`config.mk`:
```
export PLATFORM = sky130hd
export DESIGN_NAME = mat_loader
export DESIGN_NICKNAME = d
export VERILOG_FILES = /design/src/rtl/mat_loader_pkg.sv /design/src/rtl/mat_loader.sv
export SDC_FILE = /design/constraint.sdc
export NUM_CORES = 2
export LEC_CHECK = 0
export BUFFER_PORTS_ARGS = -buffer_cell sky130_fd_sc_hd__buf_2
export CORE_AREA = 8 8 403 405
export CTS_BUF_LIST = sky130_fd_sc_hd__clkbuf_16
export DETAILED_ROUTE_END_ITERATION = 8
export DIE_AREA = 0 0 411 413
export HOLD_SLACK_MARGIN = 0.06
export PLACE_DENSITY = 0.53
export SYNTH_ARGS = -nofsm -noshare
export SYNTH_HDL_FRONTEND = slang
export SYNTH_SLANG_ARGS = --single-unit
```
`constraint.sdc`:
```
create_clock -name clk -period 89.4 [get_ports clk]
set_input_delay 13.41 -clock clk [delete_from_list [all_inputs] [get_ports clk]]
set_output_delay 13.41 -clock clk [all_outputs]
set_load 0.1 [all_outputs]
```
`src/rtl/mat_loader_pkg.sv`:
```
// ============================================================================
// Module  : mat_loader_pkg
// Purpose : Shared definitions for the matrix loader. This package holds the
//           loader state enum, the default element and matrix widths, and the
//           helper functions that derive widths from the float format.
// Revision: 1.0 - initial release
// ============================================================================
`default_nettype none

`ifndef FLOAT_WIDTH
`define FLOAT_WIDTH 32
`endif

`ifndef MAT_WIDTH
`define MAT_WIDTH 512
`endif

package mat_loader_pkg;

  // Loader phases: filling A, filling B, holding a complete pair
  typedef enum logic [1:0] {
    LOAD_A = 2'd0,
    LOAD_B = 2'd1,
    FULL   = 2'd2
  } mat_state_t;

  // Default-configuration widths (4x4 matrices of single-precision floats)
  localparam int FW     = `FLOAT_WIDTH;
  localparam int MAT1_W = `MAT_WIDTH;
  localparam int MAT2_W = `MAT_WIDTH;

  // Width of one element: sign + exponent + mantissa
  function automatic int elem_width(input int exp_w, input int man_w);
    return 1 + exp_w + man_w;
  endfunction

  // Width of a flattened rows x cols matrix of fw-bit elements
  function automatic int mat_width(input int rows, input int cols, input int fw);
    return rows * cols * fw;
  endfunction

endpackage

`default_nettype wire

```
`src/rtl/mat_loader.sv`:
```
// ============================================================================
// Module  : mat_loader
// Purpose : Streams float words row-major into matrix A (I x J) and then
//           matrix B (J x K), and presents the pair to a downstream multiplier
//           through a valid/ready handshake.
// Options : MAT_LOADER_NAN_FLAG_EN adds the sticky nan_seen output.
// Revision: 1.0 - initial release
// ============================================================================
`default_nettype none

module mat_loader
  import mat_loader_pkg::*;
#(
  parameter int I         = 4,
  parameter int J         = 4,
  parameter int K         = 4,
  parameter int EXP_WIDTH = 8,
  parameter int MAN_WIDTH = 23
) (
  input  logic                                       clk,
  input  logic                                       rst,
  input  logic                                       clear,
  input  logic [EXP_WIDTH+MAN_WIDTH:0]               in_data,
  input  logic                                       in_valid,
  output logic                                       in_ready,
  output logic [I*J*(EXP_WIDTH+MAN_WIDTH+1)-1:0]     mat1,
  output logic [J*K*(EXP_WIDTH+MAN_WIDTH+1)-1:0]     mat2,
  output logic                                       out_valid,
  input  logic                                       out_ready,
  output logic                                       busy
`ifdef MAT_LOADER_NAN_FLAG_EN
  ,
  output logic                                       nan_seen
`endif
);

  localparam int c_fw     = elem_width(EXP_WIDTH, MAN_WIDTH);
  localparam int c_mat1_w = mat_width(I, J, c_fw);
  localparam int c_mat2_w = mat_width(J, K, c_fw);
  localparam int c_max    = (I * J > J * K) ? I * J : J * K;
  localparam int c_cw     = (c_max > 1) ? $clog2(c_max) : 1;

  localparam logic [c_cw-1:0] c_last_a = c_cw'(I * J - 1);
  localparam logic [c_cw-1:0] c_last_b = c_cw'(J * K - 1);
  localparam logic [c_cw-1:0] c_one    = c_cw'(1);

  mat_state_t          r_state;
  logic [c_cw-1:0]     r_count;
  logic [c_mat1_w-1:0] r_mat1;
  logic [c_mat2_w-1:0] r_mat2;
  logic                r_in_ready;
  logic                r_out_valid;
  logic                r_busy;

  logic w_accept;
  logic w_handshake;

  // in_ready is only high in the load states, so it alone qualifies a word
  assign w_accept    = in_valid && r_in_ready;
  assign w_handshake = r_out_valid && out_ready;

  assign in_ready  = r_in_ready;
  assign out_valid = r_out_valid;
  assign busy      = r_busy;
  assign mat1      = r_mat1;
  assign mat2      = r_mat2;

  // Loader FSM: one shared element counter, registered handshake outputs
  always_ff @(posedge clk or posedge rst) begin
    if (rst) begin
      r_state     <= LOAD_A;
      r_count     <= '0;
      r_mat1      <= '0;
      r_mat2      <= '0;
      r_in_ready  <= 1'b1;
      r_out_valid <= 1'b0;
      r_busy      <= 1'b0;
    end else if (clear) begin
      // Restart loading; buffers keep whatever they held
      r_state     <= LOAD_A;
      r_count     <= '0;
      r_in_ready  <= 1'b1;
      r_out_valid <= 1'b0;
      r_busy      <= 1'b0;
    end else begin
      case (r_state)
        LOAD_A: begin
          if (w_accept) begin
            r_mat1[int'(r_count)*c_fw +: c_fw] <= in_data;
            r_busy <= 1'b1;
            if (r_count == c_last_a) begin
              r_state <= LOAD_B;
              r_count <= '0;
            end else begin
              r_count <= r_count + c_one;
            end
          end
        end
        LOAD_B: begin
          if (w_accept) begin
            r_mat2[int'(r_count)*c_fw +: c_fw] <= in_data;
            if (r_count == c_last_b) begin
              r_state     <= FULL;
              r_count     <= '0;
              r_in_ready  <= 1'b0;
              r_out_valid <= 1'b1;
            end else begin
              r_count <= r_count + c_one;
            end
          end
        end
        FULL: begin
          if (w_handshake) begin
            r_state     <= LOAD_A;
            r_count     <= '0;
            r_in_ready  <= 1'b1;
            r_out_valid <= 1'b0;
            r_busy      <= 1'b0;
          end
        end
        default: begin
          r_state     <= LOAD_A;
          r_count     <= '0;
          r_in_ready  <= 1'b1;
          r_out_valid <= 1'b0;
          r_busy      <= 1'b0;
        end
      endcase
    end
  end

`ifdef MAT_LOADER_NAN_FLAG_EN
  // Quiet or signalling NaN: exponent all ones with a nonzero mantissa
  function automatic logic is_nan(input logic [c_fw-1:0] w);
    return (&w[c_fw-2 -: EXP_WIDTH]) && (|w[MAN_WIDTH-1:0]);
  endfunction

  logic r_nan;

  // Sticky NaN flag covering the pair currently being loaded or held
  always_ff @(posedge clk or posedge rst) begin
    if (rst) begin
      r_nan <= 1'b0;
    end else if (clear || w_handshake) begin
      r_nan <= 1'b0;
    end else if (w_accept && is_nan(in_data)) begin
      r_nan <= 1'b1;
    end
  end

  assign nan_seen = r_nan;
`endif

endmodule

`default_nettype wire
```
==> run summary <==
RUN STATUS
-------------------------------------------------------------------------------------
Outcome ................................................................ complete, no violations

GRT
-------------------------------------------------------------------------------------
Number of antenna violations at the first check in global routing ......           30
Remaining global-route overflow ........................................            0
Vias in the first global route .........................................        31680
GRT Total Usage ........................................................       0.2123
Maximum number of pins on one net before global-route repair ...........          175
First-pass GRT wire length .............................................    256600 µm

POWER
-------------------------------------------------------------------------------------
Leakage power total ....................................................     26.49 nW
Maximum vdd ir drop ....................................................   0.01829 mV
Relative contribution of sequential cells to total power ...............        0.432
Net load switching power ...............................................    0.3439 mW
Int Power ..............................................................    0.7686 mW
Net switching fraction of the power ....................................       0.3091
Clk pwr share ..........................................................        0.429
Share of power burned in combinational logic ...........................        0.140
Power density over cell area ........................................... 21.88 mW/mm²

CLOCK NETWORK
-------------------------------------------------------------------------------------
Clock buffer count from CTS ............................................          117
Resized Gates After CTS ................................................            0
Max Buffers Root-to-Sink ...............................................            3
CTS Root Buffer Type ................................................... sky130_fd_sc_hd__clkbuf_16
Htree depth ............................................................            3
Setup Buffers After CTS ................................................            0
Clk sink count .........................................................         1033
CTS tree ...............................................................          yes
Clock-pin slew of the registers on the worst-case setup and hold paths .        60 ps
Post-cts hold buffer count .............................................            0
Insertion delay to the later sink of the worst-skew pair ...............       720 ps

CRITICAL PATH
-------------------------------------------------------------------------------------
FF-to-FF setup slack ...................................................     84260 ps
Critical Path AT .......................................................     16510 ps
Crit Path Max Fanout ...................................................          174
Worst r2r dst ..........................................................    mat1[333]
Worst endpoint required time ...........................................     90080 ps
Type of element launching the critical path ............................ primary input
Crit Reg-Reg Startpoint ................................................   r_count[0]
Critical path endpoint category ........................................    async pin
Setup Crit Path Kind ...................................................  in -> async
Number of cells on the worst reg-to-reg path ...........................            8

ROUTING
-------------------------------------------------------------------------------------
Vias ...................................................................        31570
DRC Markers ............................................................            0
Initial DRC Count ......................................................         2530
Antenna-violating nets left ............................................            0
DRT Pass-1 Iters .......................................................            6
Routed WL ..............................................................    187500 µm
Average wire per standard cell .........................................     27.66 µm
Number of vias per cell ................................................        4.656

YOSYS
-------------------------------------------------------------------------------------
Most area-hungry cell type in the Yosys netlist ........................ sky130_fd_sc_hd__dfrtp_1
Area fraction of the dominant cell type after synthesis ................       0.6553
Summed instance area of the synthesized netlist ........................  0.03941 mm²
Post-synth top flop .................................................... sky130_fd_sc_hd__dfrtp_1
Count of mapped cells out of synthesis .................................         3632
Number of register bits inferred by synthesis ..........................         1033
Net count after synthesis ..............................................         3674
Warning count from the yosys run .......................................            0
Cell types occupying the most area after synthesis ..................... sky130_fd_sc_hd__dfrtp_1 66%, sky130_fd_sc_hd__o21ai_0 9.8%, sky130_fd_sc_hd__nand2_1 9.2%
Proportion of synthesized chip area in sequential cells ................       0.6560
Average size of a mapped cell ..........................................    10.85 µm²
Distinct cells, synth ..................................................           44
Async set-or-reset flop fraction in the synthesized netlist ............        1.000
Number of enable flip-flop cells after synthesis .......................            0

FLOORPLANNING
-------------------------------------------------------------------------------------
Std cell rows ..........................................................          145
Starting density of the core ...........................................       0.2532
Die Footprint ..........................................................   0.1697 mm²
Die width ..............................................................       411 µm
Y dimension of the die .................................................       413 µm
Top-level port count ...................................................         1064
Floorplan Core Area ....................................................   0.1557 mm²

LAYOUT
-------------------------------------------------------------------------------------
Fraction of final layout cells with drive strength greater than 1 ......       0.3245
Post-layout nets .......................................................         4668
Area added between synthesis and finish ................................       29.02%
Layout fillers .........................................................        16190

STA
-------------------------------------------------------------------------------------
Fmax ...................................................................  0.06318 GHz
Clock Skew .............................................................     33.60 ps
Setup-failing EPs final ................................................            0
Worst slew margin relative to its limit ................................       0.2303
Final Max Tran Viols ...................................................            0
Worst-margin pin slew ..................................................      1155 ps
Post-route worst setup slack ...........................................     73570 ps
Fraction of the cycle the final worst path needs .......................       0.1771
Total negative slack for setup checks ..................................         0 ps
Number of hold-slack violations in the final timing report .............            0
Fin crit period ........................................................     15830 ps
Unrepaired setup endpoints after global routing ........................        false

MIN PATH
-------------------------------------------------------------------------------------
Startpoint of the worst hold path ......................................    mat2[111]
Cell depth of the worst hold path ......................................            2
Path class of the lowest-slack min-delay path ..........................   reg -> reg
Worst Hold Path EP .....................................................    mat2[111]

PLACEMENT
-------------------------------------------------------------------------------------
Worst-case setup slack after placement .................................     72720 ps
Routability congestion estimate from global placement ..................       0.8336
Detailed-placement wirelength estimate .................................    128600 µm
IO buf count ...........................................................         1063

FLOW RUN
-------------------------------------------------------------------------------------
Max-capacitance violation count ........................................            0

==> cells by family (layout without fill, tap and decap cells) <==
group | after synthesis | in the layout | synth area share
AO/OA/AOI/OAI | 796 | 796 | 0.1027
other | 0 | 7 | 0
buffers and inverters | 277 | 1360 | 0.02943
XOR/XNOR | 2 | 2 | 0.0004446
flip-flops | 1033 | 1033 | 0.6560
adder cells (fa/ha/maj) | 5 | 5 | 0.001587
AND/OR/NAND/NOR | 1263 | 1263 | 0.1367
multiplexers | 256 | 256 | 0.07315
==> routing by layer <==
layer  track usage  vias to the layer above  share of wire
li1              -                    14180              -
met1        0.2606                    15840           0.39
met2        0.3472                     1254           0.47
met3       0.06027                      290          0.087
met4       0.09660                        4          0.049
met5             0                        -        0.00013
==> worst max path at each step <==
stage,startpoint,end,slack [ps],depth (start not counted)
after global routing,rst,mat2[319],73080,5
after global placement,rst,mat2[297],72760,5
after floorplan,rst,busy,46920,1
after CTS,rst,mat2[319],73520,5
after detailed placement,rst,mat1[41],72720,5
final,rst,mat2[76],73570,5
==> power by group through the flow <==
| stage | Sequential [mW] | Combinational [mW] | Clock (mW) |
|---|---|---|---|
| final | 0.480 | 0.155 | 0.477 |
| after global routing | 0.481 | 0.164 | 0.507 |
| after CTS | 0.480 | 0.158 | 0.489 |
| after detailed placement | 0.489 | 0.158 | 0 |
| after global placement | 0.489 | 0.157 | 0 |
| after floorplan | 0.537 | 0.0496 | 0 |
==> final cells by class <==
type / count / area (µm²) / area share
repair buffers: 1147 / 5976 / 0.1175
clock buffers: 118 / 2953 / 0.05807
multi-input cells: 2322 / 12640 / 0.2487
well taps: 2058 / 2575 / 0.05064
clock inverters: 90 / 805.8 / 0.01585
flip-flops and latches: 1033 / 25850 / 0.5084
inverters: 5 / 26.28 / 0.0005167
diodes: 7 / 17.52 / 0.0003445
==> registers in the layout, summed over array words and instances (netlist names) <==
register and cells:
r_state 2, r_count 4, out_valid 1, busy 1, in_ready 1, mat2 512
mat1 512
==> cells in the final DEF (no fill, tap or decap), drive strengths merged, types with 2 or more instances in the layout <==
master / instances
buf: 1147
dfrtp: 1032
nand2: 969
o21ai: 776
mux2: 256
nand3: 123
clkbuf: 118
and2: 97
clkinv: 46
inv: 35
and3: 34
nor2: 13
bufinv: 12
diode: 7
nand4: 5
o2111ai: 5
ha: 5
nor3: 5
nor4b: 4
a21oi: 3
nor3b: 3
o211ai: 3
nor2b: 3
nand3b: 2
o21bai: 2
clkinvlp: 2
==> synth_stat cells (2+ instances only) <==
master and count:
sky130_fd_sc_hd__inv_1 4, sky130_fd_sc_hd__nand4_1 5, sky130_fd_sc_hd__buf_4 2, sky130_fd_sc_hd__dfrtp_1 1032, sky130_fd_sc_hd__nor2b_1 3, sky130_fd_sc_hd__nor2_1 13
sky130_fd_sc_hd__nand3_1 123, sky130_fd_sc_hd__nor3b_2 2, sky130_fd_sc_hd__and3_1 34, sky130_fd_sc_hd__nand2_1 969, sky130_fd_sc_hd__o2111ai_1 5, sky130_fd_sc_hd__nand3b_1 2
sky130_fd_sc_hd__nor3_1 5, sky130_fd_sc_hd__nor4b_4 4, sky130_fd_sc_hd__clkbuf_1 239, sky130_fd_sc_hd__buf_2 18, sky130_fd_sc_hd__ha_1 5, sky130_fd_sc_hd__o211ai_1 3
sky130_fd_sc_hd__a21oi_1 3, sky130_fd_sc_hd__and2_1 97, sky130_fd_sc_hd__buf_6 12, sky130_fd_sc_hd__mux2_2 183, sky130_fd_sc_hd__mux2_1 73, sky130_fd_sc_hd__o21ai_0 775
sky130_fd_sc_hd__o21bai_1 2
==> metrics by stage <==
step                area [µm²]  power [mW]  std cells  hold WS, ps  utilization
floorplan                39410      0.5862       3632        555.1            -
global placement         47070      0.6460       6565        455.6       0.3024
detailed placement       47070      0.6468       6565        464.5       0.3024
CTS                      50830       1.128       6773        476.6       0.3265
global route             50840       1.152       6775        485.4       0.3266
finish                   50850       1.113       6780        469.6       0.3267
==> critical path, stage by stage <==
cell                     delay, ps
sky130_fd_sc_hd__buf_2         130
sky130_fd_sc_hd__inv_8         620
sky130_fd_sc_hd__buf_4         640
sky130_fd_sc_hd__buf_4         670
sky130_fd_sc_hd__buf_12        680
Note: power is estimated with default switching activity, not from simulation.
